===== src/rtl/cpu_prog_driver.sv =====
// Sequencing master for the lab CPU instruction interface: walks a program ROM and, for each
// instruction, drives cpu_in, pulses cpu_load then cpu_s, and waits out the CPU's w handshake.
module cpu_prog_driver #(
  parameter int unsigned ADDR_W  = 4,
  parameter int unsigned TIMEOUT = 64
) (
  input  logic              clk,
  input  logic              reset,
  input  logic              start,
  input  logic [ADDR_W-1:0] last_addr,
  output logic [ADDR_W-1:0] rom_addr,
  input  logic [15:0]       rom_data,
  output logic [15:0]       cpu_in,
  output logic              cpu_load,
  output logic              cpu_s,
  input  logic              cpu_w,
  output logic              busy,
  output logic              done,
  output logic              err,
  output logic [ADDR_W-1:0] pc
);

  localparam int unsigned CntW = $clog2(TIMEOUT) + 1;
  // Last count value still tolerated; the following edge would make the count TIMEOUT-1.
  localparam logic [CntW-1:0] CntLast = CntW'(TIMEOUT - 2);

  typedef enum logic [2:0] {
    StIdle, StFetch, StLoad, StStrt, StWlow, StWhigh, StDone, StErr
  } state_e;

  state_e            state_q, state_d;
  logic [ADDR_W-1:0] pc_q, pc_d;
  logic [ADDR_W-1:0] last_q, last_d;
  logic [15:0]       cin_q, cin_d;
  logic [CntW-1:0]   cnt_q, cnt_d;

  always_ff @(posedge clk or posedge reset) begin
    if (reset) begin
      state_q <= StIdle;
      pc_q    <= '0;
      last_q  <= '0;
      cin_q   <= '0;
      cnt_q   <= '0;
    end else begin
      state_q <= state_d;
      pc_q    <= pc_d;
      last_q  <= last_d;
      cin_q   <= cin_d;
      cnt_q   <= cnt_d;
    end
  end

  always_comb begin
    state_d = state_q;
    pc_d    = pc_q;
    last_d  = last_q;
    cin_d   = cin_q;
    cnt_d   = cnt_q;
    case (state_q)
      StIdle, StDone: begin
        // A run only launches once the CPU is sitting in its wait state.
        if (start && cpu_w) begin
          state_d = StFetch;
          pc_d    = '0;
          last_d  = last_addr;
        end
      end
      StFetch: begin
        cin_d   = rom_data;
        state_d = StLoad;
      end
      StLoad: state_d = StStrt;
      StStrt: begin
        cnt_d   = '0;
        state_d = StWlow;
      end
      StWlow: begin
        if (!cpu_w) begin
          cnt_d   = '0;
          state_d = StWhigh;
        end else if (cnt_q == CntLast) begin
          state_d = StErr;
        end else begin
          cnt_d = cnt_q + 1'b1;
        end
      end
      StWhigh: begin
        if (cpu_w) begin
          if (pc_q == last_q) begin
            state_d = StDone;
          end else begin
            pc_d    = pc_q + ADDR_W'(1);
            state_d = StFetch;
          end
        end else if (cnt_q == CntLast) begin
          state_d = StErr;
        end else begin
          cnt_d = cnt_q + 1'b1;
        end
      end
      StErr:   state_d = StErr;
      default: state_d = StIdle;
    endcase
  end

  // Moore outputs straight from the state register so reset clears them immediately.
  assign cpu_load = (state_q == StLoad);
  assign cpu_s    = (state_q == StStrt);
  assign done     = (state_q == StDone);
  assign err      = (state_q == StErr);
  assign busy     = !((state_q == StIdle) || (state_q == StDone) || (state_q == StErr));
  assign cpu_in   = cin_q;
  assign pc       = pc_q;
  assign rom_addr = pc_q;

endmodule

===== config.mk =====
export PLATFORM = sky130hd
export DESIGN_NAME = cpu_prog_driver
export DESIGN_NICKNAME = d
export VERILOG_FILES = /design/src/rtl/cpu_prog_driver.sv
export SDC_FILE = /design/constraint.sdc
export NUM_CORES = 1
export LEC_CHECK = 0
export ABC_CLOCK_PERIOD_IN_PS = 2050
export BUFFER_PORTS_ARGS = -buffer_cell sky130_fd_sc_hd__buf_2
export CELL_PAD_IN_SITES_DETAIL_PLACEMENT = 0
export CELL_PAD_IN_SITES_GLOBAL_PLACEMENT = 1
export CORE_ASPECT_RATIO = 0.5
export CORE_MARGIN = 10
export CORE_UTILIZATION = 39
export CTS_CLUSTER_DIAMETER = 50
export CTS_CLUSTER_SIZE = 24
export DETAILED_ROUTE_END_ITERATION = 8
export PLACE_DENSITY = 0.91
export SLEW_MARGIN = 10
export SYNTH_ARGS = -nofsm -noshare
export SYNTH_HDL_FRONTEND = slang
export SYNTH_SLANG_ARGS = --single-unit

===== constraint.sdc =====
create_clock -name clk -period 2.05 [get_ports clk]
set_clock_uncertainty 0.15 [all_clocks]
set_input_delay 0.41 -clock clk [delete_from_list [all_inputs] [get_ports clk]]
set_output_delay 0.41 -clock clk [all_outputs]
set_load 0.02 [all_outputs]

After elaboration in Yosys (flattened, before gate mapping)
Cells that the tools add are included.
{"block": "classes", "addsub": 2, "eq_ne": 13, "mux": 14, "reduce_logical": 11}
{"cell": "7-bit two-way mux", "count": 3}
{"cell": "3-bit one-hot mux with 7 select lines", "count": 1}
{"cell": "7-bit one-hot mux with 3 select lines", "count": 1}
{"cell": "3-bit two-way mux", "count": 5}
{"cell": "3-bit equality test, second input constant", "count": 4}
{"cell": "4-bit two-way mux", "count": 3}
{"cell": "2-bit inequality test, second input constant", "count": 4}
{"cell": "4-bit one-hot mux with 2 select lines", "count": 1}
{"cell": "7-bit by 1-bit adder with 7-bit output, second input constant", "count": 1}
{"cell": "7-bit by 6-bit equality test with 1-bit output, second input constant", "count": 1}
{"cell": "3-bit by 2-bit equality test with 1-bit output, second input constant", "count": 2}
{"cell": "4-bit by 1-bit adder with 4-bit output, second input constant", "count": 1}
{"cell": "4-bit equality test", "count": 1}
{"cell": "2-bit AND reduction", "count": 2}
{"cell": "4-bit AND reduction", "count": 1}
{"cell": "3-bit by 1-bit equality test with 1-bit output, second input constant", "count": 1}
{"cell": "3-bit zero test", "count": 1}
{"cell": "3-bit nonzero test", "count": 1}
{"cell": "1-bit logical OR", "count": 2}
{"cell": "2-bit nonzero test", "count": 1}
{"cell": "2-bit OR reduction", "count": 1}
{"cell": "1-bit logical AND", "count": 1}
{"cell": "1-bit zero test", "count": 1}
{"block": "totals", "ff_bits": 34, "output_inout_bits": 29}

Longest topological paths before layout
Gate-level depths: netlist (run 1).
{"block": "logic_depth", "word_depth": 4, "ltp_mapped": 6, "ltp_nobuf": 6}

Least setup slack after synthesis (run 1)
Ideal clock, no wire load.
{"block": "synth_timing", "path_kind": "input to register", "start": "input port cpu_w", "end": "register cnt_q[6]", "t_arrival_ps": 1420, "t_required_ps": 1777, "setup_slack_ps": 357, "path_stages": 5, "path_buffers": 1, "path_cell_list": "buf_2 and2_1 o21a_1 o31a_1 o221a_1"}
{"block": "synth_via", "elab_chain_len": 2, "elab_cells_between_ends": 4, "classes_between": "eq/ne (1); mux (2); reduce/logical (1)"}
{"item": "start, declared", "line": "16", "source": "input logic cpu_w,"}
{"item": "7-bit two-way mux / 2-bit inequality test (equally long branches)"}
{"item": "7-bit one-hot mux with 3 select lines / 2-bit AND reduction (equally long branches)"}
{"item": "end signal, assigned", "line": "49", "source": "cnt_q <= cnt_d;"}
{"item": "end, declared", "line": "35", "source": "logic [CntW-1:0] cnt_q, cnt_d;"}
Parallel ways exist; a longest one is shown, timed or not.
A chain may end at the register's enable or synchronous reset.

Final worst setup path (run 1)
{"block": "layout_timing", "start": "register state_q[0]", "end": "output port done"}
{"block": "layout_via", "elab_chain_len": 1}
{"item": "start, declared", "line": "31", "source": "state_e state_q, state_d;"}
{"item": "start signal, assigned", "line": "39", "source": "state_q <= StIdle;"}
{"item": "start signal, assigned", "line": "45", "source": "state_q <= state_d;"}
{"item": "3-bit equality test", "line": "109", "source": "assign done = (state_q == StDone);"}
{"item": "end, declared", "line": "18", "source": "output logic done,"}
No other way between the ends.

==> results.ini, run 1 <==
[run_status]
status=finished, final reports clean

[drt]
vias=1429
drcViolationCount=0
drtIter0Drc=39
avgViaCountPerCell=5.00
wirelength_um=4220
ant_nets=0
wl_per_cell_um=14.7
drt-pass1-iter-count=4

[timing]
setup_violations=0
timing.fmax_mhz=538
finalHoldViolCount=0
fin_crit_sh=0.907
setup_slack_ns=0.191
min_period_ns=1.86
setup_tns_ns=0
rsz0062_at_grt=false
maxSlewHeadroom=0.719
slew_violations=0
worst_slew_pin_slew_ns=0.421
hold_ws_ns=0.0589

[finish]
final_net_count=255
fill_cells=415
layout_commonest_cell=buf_2
antenna_cells=0
syn_to_final_growth_pct=24.5
final_util=0.505
drive_gt1_frac=0.367
final_cells=286
register_area_um2=851
layout_common_cells=buf_2, dfrtp_1, nand2_1
multi_input_area_um2=822

[critical_path]
crit_start=state_q[0]$_DFFE_PP0N_
cp_slowest_cell=dfrtp_1
crit_chain=inv_2 > and3_1 > buf_2
critical_path_class=reg2out
cp_data_arrival_time_ns=1.30
cp_slowest_stage_delay_ns=0.50
endpoint_kind=output pin
required_ns=1.49
cp-start-kind=register
r2r_start=cnt_q[0]$_DFFE_PP0P_
critPathMaxFanout=11

[yosys]
syn_avg_cell_area_um2=10.3
synth_warnings=0
synth_edf_count=0
syn_inst=174
synth-seq-area-share=0.476
async_reset_ff_frac=1.00
ys_types=39
synth_top_flop_cell=dfrtp_1
synth_seq_cells=34
synth_fp_nets=201
netlist_area_um2=1790

[placed_design]
hpwl_um=3290
dp_cells=278
port-buffer-count=52
dp_slack_ns=0.221
place_congestion=0.823

[cts]
cts_buffers=5
cts_setup_buffers=0
clockBufferDepth=2
clk_latency_ns=0.28
cts_tree=built
root_buffer=clkbuf_8
htreeDepth=2
cts.sinks=34
path_clk_slew_ns=0.07

[die]
die_height_um=67.9
initial_core_util=0.406
die-area_um2=7850
die_w_um=116
core_area_um2=4400
rows=17
pin_count=53

[pwr]
powerDensity_nw_per_um2=1640
leakage_nw=1.11
ir_worst_vdd_v=0.000748

[grt]
antenna_found_initial=0
grt_overflow=0
grt_usage=0.112
grt_max_degree=35
grt_pass1_wl_um=7160
grt_pass1_vias=1476

[hold_path]
hp-class=in2async

[job]
drv_cap=0

cell usage after synthesis (2+ instances only):
cell type  number  area share
a21oi_1         7       0.020
and3_1          6       0.021
buf_2           4       0.011
buf_4           4       0.017
buf_6           2       0.013
dfrtp_1        34        0.48
ha_1            3       0.021
inv_1          10       0.021
mux2_2         16        0.10
mux2i_1         4       0.022
nand2_1        24       0.050
nand2b_1        2      0.0070
nand3_1         6       0.017
nor2_1          5       0.011
nor2b_1         2      0.0070
nor3_1          2      0.0056
nor4_1          3       0.011
o211a_1         2       0.011
o21ai_0        13       0.036
o2bb2ai_1       3       0.015
xor2_1          4       0.020
per-layer routing:
| layer | track usage | vias up | wire, um |
|---|---|---|---|
| li1 | - | 713 | - |
| met1 | 0.128 | 677 | 1740 |
| met2 | 0.201 | 29 | 2200 |
| met3 | 0.0340 | 10 | 192 |
| met4 | 0.0372 | 0 | 78 |
| met5 | 0 | - | 0 |
critical path: cells and delay by family (launching register included):
kind | cells | cell delay, ns
and+or+nand+nor | 1 | 0.18
buffers and inverters | 2 | 0.35
DFF | 1 | 0.50
report_power, final:
group	switching [mW]	total [mW]	leakage (nW)	internal, mW
registers	0.230	1.19	0.419	0.959
logic	1.01	1.73	0.627	0.717
clock network	0.250	0.737	0.0683	0.487
total	1.49	3.66	1.11	2.16
state kept, by name (all words and copies together) (netlist names):
signal / count
cpu_in: 16
last_q: 4
pc: 4
state_q: 3
cnt_q: 7
layout make-up:
| class | instances | area share |
|---|---|---|
| sequential | 34 | 0.382 |
| timing repair buffer | 58 | 0.137 |
| inverter | 10 | 0.0169 |
| multi-input combinational | 119 | 0.370 |
| clock inverter | 3 | 0.0309 |
| tap | 57 | 0.0321 |
| clock buffer | 5 | 0.0309 |
final timing paths:
kind                                              end  slack (ns)  cells past startpoint
worst max-delay path                             done        0.19                      3
worst min-delay path            cpu_in[9]$_DFFE_PP0N_        0.06                      3
worst max register to register   cnt_q[0]$_DFFE_PP0P_        0.20                      6
worst min register to register  last_q[0]$_DFFE_PP0P_        0.35                      2
max in group asynchronous       last_q[2]$_DFFE_PP0P_        1.39                      3
min in group clk                last_q[0]$_DFFE_PP0P_        0.17                      3
what timing repair did:
item | in CTS | in global routing
resized for setup | 0 | 1
hold buffers | 0 | 0
setup endpoints to repair | 0 | 1
stage by stage:
step	power (mW)	instance area, um^2
after detailed placement	2.94	2090
final	3.66	2220
after floorplan	2.45	1790
after CTS	3.70	2220
after global routing	3.94	2220
after global placement	2.88	2090
cells by family (layout without fill, tap and decap cells):
family	after synthesis	after routing	synth area share
and+or+nand+nor	57	57	0.164
adders and majority gates	4	4	0.0266
muxes	20	20	0.123
xor gates and xnor gates	5	5	0.0245
buffers and inverters	21	76	0.0637
AOI/OAI and AO/OA	33	33	0.122
DFF	34	34	0.476
Note: power is estimated with default switching activity, not from simulation.
==> inputs of run 2 (changes only) <==
Settings changed: PLACE_DENSITY 0.91 to 0.84.
==> run 2 against run 1 <==
Compared with the run above: clock power increased by 3%; combinational power about the same; worst hold slack got worse by 0.0012 ns; count of clock-buffer cells in the layout unchanged; design area unchanged; critical path depth unchanged; cell count unchanged; critical endpoint unchanged; utilization unchanged.
==> results.ini, run 2 (synthesis gave the netlist of run 1 again) <==
[timing]
slew_violations=0  ; unchanged
setup_tns_ns=0  ; unchanged
maxSlewHeadroom=0.712  ; was 0.719
setup_slack_ns=0.0922  ; was 0.191 ns
finalHoldViolCount=0  ; unchanged
timing.fmax_mhz=511  ; was 538 MHz
min_period_ns=1.96  ; was 1.86 ns
rsz0062_at_grt=false  ; unchanged
fin_crit_sh=0.955  ; was 0.907
worst_slew_pin_slew_ns=0.432  ; was 0.421 ns
setup_violations=0  ; unchanged

[grt]
grt_max_degree=35  ; unchanged
antenna_found_initial=0  ; unchanged
grt_usage=0.114  ; was 0.112
grt_pass1_wl_um=7220  ; was 7160 um
grt_overflow=0  ; unchanged
grt_pass1_vias=1525  ; was 1476

[die]
core_area_um2=4400  ; unchanged
die_height_um=67.9  ; unchanged
pin_count=53  ; unchanged
die_w_um=116  ; unchanged
rows=17  ; unchanged
initial_core_util=0.406  ; unchanged
die-area_um2=7850  ; unchanged

[pwr]
ir_worst_vdd_v=0.000699  ; was 0.000748 V
p_clk_frac=0.205  ; was 0.202
power_frac_seq=0.324  ; was 0.325
combPwrFrac=0.471  ; was 0.473
p_sw_frac=0.413  ; was 0.408
switching_power_mw=1.52  ; was 1.49 mW
powerDensity_nw_per_um2=1660  ; was 1640 nW/um^2
leakage_nw=1.12  ; was 1.11 nW
p_int_mw=2.16  ; about the same

[cts]
root_buffer=clkbuf_8  ; unchanged
path_clk_slew_ns=0.08  ; was 0.07 ns
cts_hold_buf=0  ; unchanged
cts_setup_buffers=0  ; unchanged
cts.sinks=34  ; unchanged
cts_tree=built  ; unchanged
clk_latency_ns=0.29  ; was 0.28 ns
cts_buffers=5  ; unchanged
clockBufferDepth=2  ; unchanged
cts_resized=0  ; unchanged
htreeDepth=2  ; unchanged

[critical_path]
critPathMaxFanout=9  ; was 11
cp_slowest_stage_delay_ns=0.47  ; was 0.50 ns
crit_family=flip-flops  ; unchanged
cp_slowest_cell=dfrtp_1  ; unchanged
required_ns=1.49  ; about the same
cp_data_arrival_time_ns=1.40  ; was 1.30 ns
regToRegSetupSlack_ns=0.16  ; was 0.20 ns
cp-start-kind=register  ; unchanged
crit_chain=inv_1 > and3_1 > buf_2  ; was inv_2 > and3_1 > buf_2
critPathBufInv=2  ; unchanged
critical_path_class=reg2out  ; unchanged
endpoint_kind=output pin  ; unchanged

[finish]
layout_common_cells=buf_2, dfrtp_1, nand2_1  ; unchanged
largest_register_ffs=16  ; unchanged
final_net_count=255  ; unchanged
antenna_cells=0  ; unchanged
final_cells=286  ; unchanged
layout_commonest_cell=buf_2  ; unchanged
drive_gt1_frac=0.362  ; was 0.367
syn_to_final_growth_pct=24.5  ; unchanged
final_area_um2=2220  ; unchanged

[hold_path]
hp-class=in2async  ; unchanged

[placed_design]
port-buffer-count=52  ; unchanged
dp_cells=278  ; unchanged
place_congestion=0.850  ; was 0.823
hpwl_um=3200  ; was 3290 um
place_area_um2=2090  ; unchanged
dp_slack_ns=0.234  ; was 0.221 ns

[run_status]
status=finished, final reports clean  ; unchanged

[drt]
ant_nets=0  ; unchanged
wl_per_cell_um=15.0  ; was 14.7 um
wirelength_um=4290  ; was 4220 um
drtIter0Drc=46  ; was 39
drt-pass1-iter-count=4  ; unchanged
drcViolationCount=0  ; unchanged
vias=1441  ; was 1429
avgViaCountPerCell=5.04  ; was 5.00

[job]
drv_cap=0  ; unchanged

-- run 2: cell counts in the layout (fill, tap and decap cells not counted) --
No cell type changed its count.
-- run 2: layer usage --
layer  vias up  track usage  share of wire
met5         -            0              0
met4         0       0.0418          0.011
met3         4       0.0314          0.027
met2        18        0.198           0.51
met1       706        0.136           0.46
li1        713            -              -
-- run 2: path summary, 6_finish.rpt --
check | start | to | depth (start not counted)
min | reset | cpu_in[5]$_DFFE_PP0N_ | 3
max | state_q[0]$_DFFE_PP0N_ | done | 3
min reg2reg | last_q[0]$_DFFE_PP0P_ | last_q[0]$_DFFE_PP0P_ | 2
max in group asynchronous | reset | cnt_q[3]$_DFFE_PP0P_ | 3
max reg2reg | cnt_q[0]$_DFFE_PP0P_ | cnt_q[0]$_DFFE_PP0P_ | 6
min in group clk | last_addr[0] | last_q[0]$_DFFE_PP0P_ | 3
-- run 2: worst register-to-register path, cell delays in order, from the launching register on --
cell and delay [ns]:
dfrtp_1 0.41, inv_1 0.08, ha_1 0.20, nand4b_1 0.21
o21ai_0 0.13, maj3_1 0.37, o211a_1 0.23
-- run 2: cell type report --
class	instances	area, um^2
inverter	10	37.5
timing repair buffer	58	305
clock buffer	5	68.8
multi-input combinational	119	822
tap	57	71.3
sequential	34	851
fill	408	2180
clock inverter	3	68.8
-- run 2: stage by stage --
stage / util / power (mW) / hold WS (ns)
after floorplan: - / 2.45 / 0.315
after global placement: 0.474 / 2.90 / 0.334
after detailed placement: 0.474 / 2.94 / 0.337
after CTS: 0.505 / 3.72 / 0.0700
after global routing: 0.505 / 3.95 / 0.105
final: 0.505 / 3.69 / 0.0578
-- run 2: power by group through the flow --
stage	clock (mW)	combinational [mW]	sequential, mW
6_report	0.756	1.74	1.19
5_1_grt	0.791	1.91	1.25
4_1_cts	0.768	1.76	1.19
3_5_place_dp	0	1.74	1.20
3_3_place_gp	0	1.71	1.19
2_1_floorplan	0	1.06	1.39
==> inputs of run 3 (changes only) <==
Settings changed: PLACE_DENSITY 0.84 to not set, PLACE_DENSITY_LB_ADDON set to 0.1, SETUP_SLACK_MARGIN set to 0.5, SLEW_MARGIN 10 to 20.
==> run 3 against run 2 <==
Compared with the run above: first-iteration DRC count grew 37%; clock power fell by 1%; power grew 27%; die area did not move; combinational power rose by 58%; register-to-register slack improved by 0.16 ns; design area up 25%; sequential share of layout area down 7.5 points; non-clock buffer count up 27; worst setup slack better by 0.20 ns; fmax increased by 11%; critical path depth did not move; critical endpoint unchanged; largest power group unchanged; highest routed layer unchanged.
==> results.ini, run 3 (synthesis gave the netlist of run 1 again) <==
[timing]
slew_violations=0  ; unchanged
maxSlewHeadroom=0.708  ; was 0.712
finalHoldViolCount=0  ; unchanged
timing.fmax_mhz=568  ; was 511 MHz
setup_tns_ns=0  ; unchanged
worst_slew_pin_slew_ns=0.439  ; was 0.432 ns
rsz0062_at_grt=true  ; was false
setup_violations=0  ; unchanged
fin_crit_sh=0.859  ; was 0.955
min_period_ns=1.76  ; was 1.96 ns

[grt]
grt_max_degree=35  ; unchanged
grt_overflow=0  ; unchanged
grt_usage=0.124  ; was 0.114
antenna_found_initial=0  ; unchanged
grt_pass1_wl_um=7750  ; was 7220 um
grt_pass1_vias=1656  ; was 1525

[drt]
drtIter0Drc=63  ; was 46
drt-pass1-iter-count=4  ; unchanged
avgViaCountPerCell=5.06  ; was 5.04
ant_nets=0  ; unchanged
vias=1585  ; was 1441
wirelength_um=4650  ; was 4290 um
drcViolationCount=0  ; unchanged
wl_per_cell_um=14.9  ; was 15.0 um

[finish]
antenna_cells=0  ; unchanged
layout_commonest_cell=buf_2  ; unchanged
final_util=0.633  ; was 0.505
syn_to_final_growth_pct=55.9  ; was 24.5%
final_net_count=282  ; was 255
layout_common_cells=buf_2, dfrtp_1, buf_6  ; was buf_2, dfrtp_1, nand2_1
largest_register_ffs=16  ; unchanged
drive_gt1_frac=0.578  ; was 0.362

[die]
initial_core_util=0.406  ; unchanged
rows=17  ; unchanged
core_area_um2=4400  ; unchanged
pin_count=53  ; unchanged
die_height_um=67.9  ; unchanged
die_w_um=116  ; unchanged
die-area_um2=7850  ; unchanged

[critical_path]
cp_data_arrival_time_ns=1.20  ; was 1.40 ns
critPathBufInv=2  ; unchanged
critPathMaxFanout=8  ; was 9
endpoint_kind=output pin  ; unchanged
cp-start-kind=register  ; unchanged
cp_slowest_cell=dfrtp_2  ; was dfrtp_1
required_ns=1.49  ; about the same
critical_path_class=reg2out  ; unchanged
crit_chain=inv_4 > and3_4 > buf_6  ; was inv_1 > and3_1 > buf_2
cp_slowest_stage_delay_ns=0.49  ; was 0.47 ns
crit_family=flip-flops  ; unchanged

[pwr]
p_sw_frac=0.380  ; was 0.413
ir_worst_vdd_v=0.000855  ; was 0.000699 V
finalPower_mw=4.70  ; was 3.69 mW
p_clk_frac=0.159  ; was 0.205
combPwrFrac=0.586  ; was 0.471
leakage_nw=1.36  ; was 1.12 nW
powerDensity_nw_per_um2=1690  ; was 1660 nW/um^2
power_frac_seq=0.255  ; was 0.324
p_int_mw=2.91  ; was 2.16 mW
switching_power_mw=1.78  ; was 1.52 mW

[placed_design]
hpwl_um=3130  ; was 3200 um
port-buffer-count=52  ; unchanged
place_congestion=0.795  ; was 0.850

[cts]
path_clk_slew_ns=0.08  ; about the same
clockBufferDepth=2  ; unchanged
clk_latency_ns=0.28  ; was 0.29 ns
cts_hold_buf=0  ; unchanged
cts_buffers=5  ; unchanged
cts_tree=built  ; unchanged
htreeDepth=2  ; unchanged
cts.sinks=34  ; unchanged
root_buffer=clkbuf_8  ; unchanged

[run_status]
status=finished, final reports clean  ; unchanged

[hold_path]
hp-class=in2async  ; unchanged

[job]
drv_cap=0  ; unchanged

run 3: changes by cell type in the layout (fill, tap and decap cells not counted), moves of 7 or more:
cell and delta:
buf_2 -9, buf_4 +11, buf_6 +23, mux2_2 -15, mux2_4 +15, o21ai_0 -7
run 3: metal layers:
metal	share of wire	vias to the layer above	global-route usage
met4	0.0045	0	0.0232
met5	0	-	0
li1	-	776	-
met2	0.48	30	0.209
met1	0.45	775	0.148
met3	0.064	4	0.0541
run 3: worst paths after layout:
path	start	cells after the start	slack, ns	endpoint
min in group clk	last_addr[3]	3	0.17	last_q[3]$_DFFE_PP0P_
worst min register to register	last_q[0]$_DFFE_PP0P_	2	0.34	last_q[0]$_DFFE_PP0P_
worst max register to register	state_q[2]$_DFFE_PP0N_	5	0.32	pc[2]$_DFFE_PP0P_
worst min-delay path	reset	3	0.06	cpu_in[0]$_DFFE_PP0N_
max in group asynchronous	reset	3	1.35	cnt_q[1]$_DFFE_PP0P_
worst max-delay path	state_q[0]$_DFFE_PP0N_	3	0.29	done
run 3: area by class of cell:
type                       count  area (um^2)
timing repair buffer          85          649
inverter                      10         40.0
tap                           57         71.3
clock buffer                   5         68.8
sequential                    34          857
multi-input combinational    119         1030
fill                         373         1620
clock inverter                 3         68.8
run 3: through the flow:
| stage | std cells | instance area, um^2 | setup WS (ns) | hold slack (ns) |
|---|---|---|---|---|
| 3_5_place_dp | 278 | 2130 | 0.227 | 0.333 |
| 4_1_cts | 309 | 2620 | 0.285 | 0.0761 |
| 6_report | 313 | 2790 | 0.290 | 0.0580 |
| 5_1_grt | 313 | 2790 | 0.238 | 0.116 |
| 2_1_floorplan | 174 | 1830 | 0.429 | 0.315 |
| 3_3_place_gp | 278 | 2130 | 0.254 | 0.332 |
run 3: what timing repair did:
| action | 4_1_cts | 5_1_grt |
|---|---|---|
| resized for setup | 51 | 36 |
| buffers inserted | 22 | 4 |
| pin swaps | 16 | 14 |
| gates cloned | 1 | 0 |
| setup endpoints to repair | 39 | 43 |
run 3: power by group through the flow:
stage	Combinational (mW)	Sequential, mW	Clock, mW
final	2.75	1.20	0.746
after global routing	2.97	1.24	0.804
after CTS	2.51	1.18	0.764
after detailed placement	1.81	1.21	0
after global placement	1.80	1.21	0
after floorplan	1.14	1.40	0
run 3: tightest hold or removal path, cell delays in order:
cell and delay [ns]:
buf_2 0.09, inv_1 0.04, buf_4 0.38
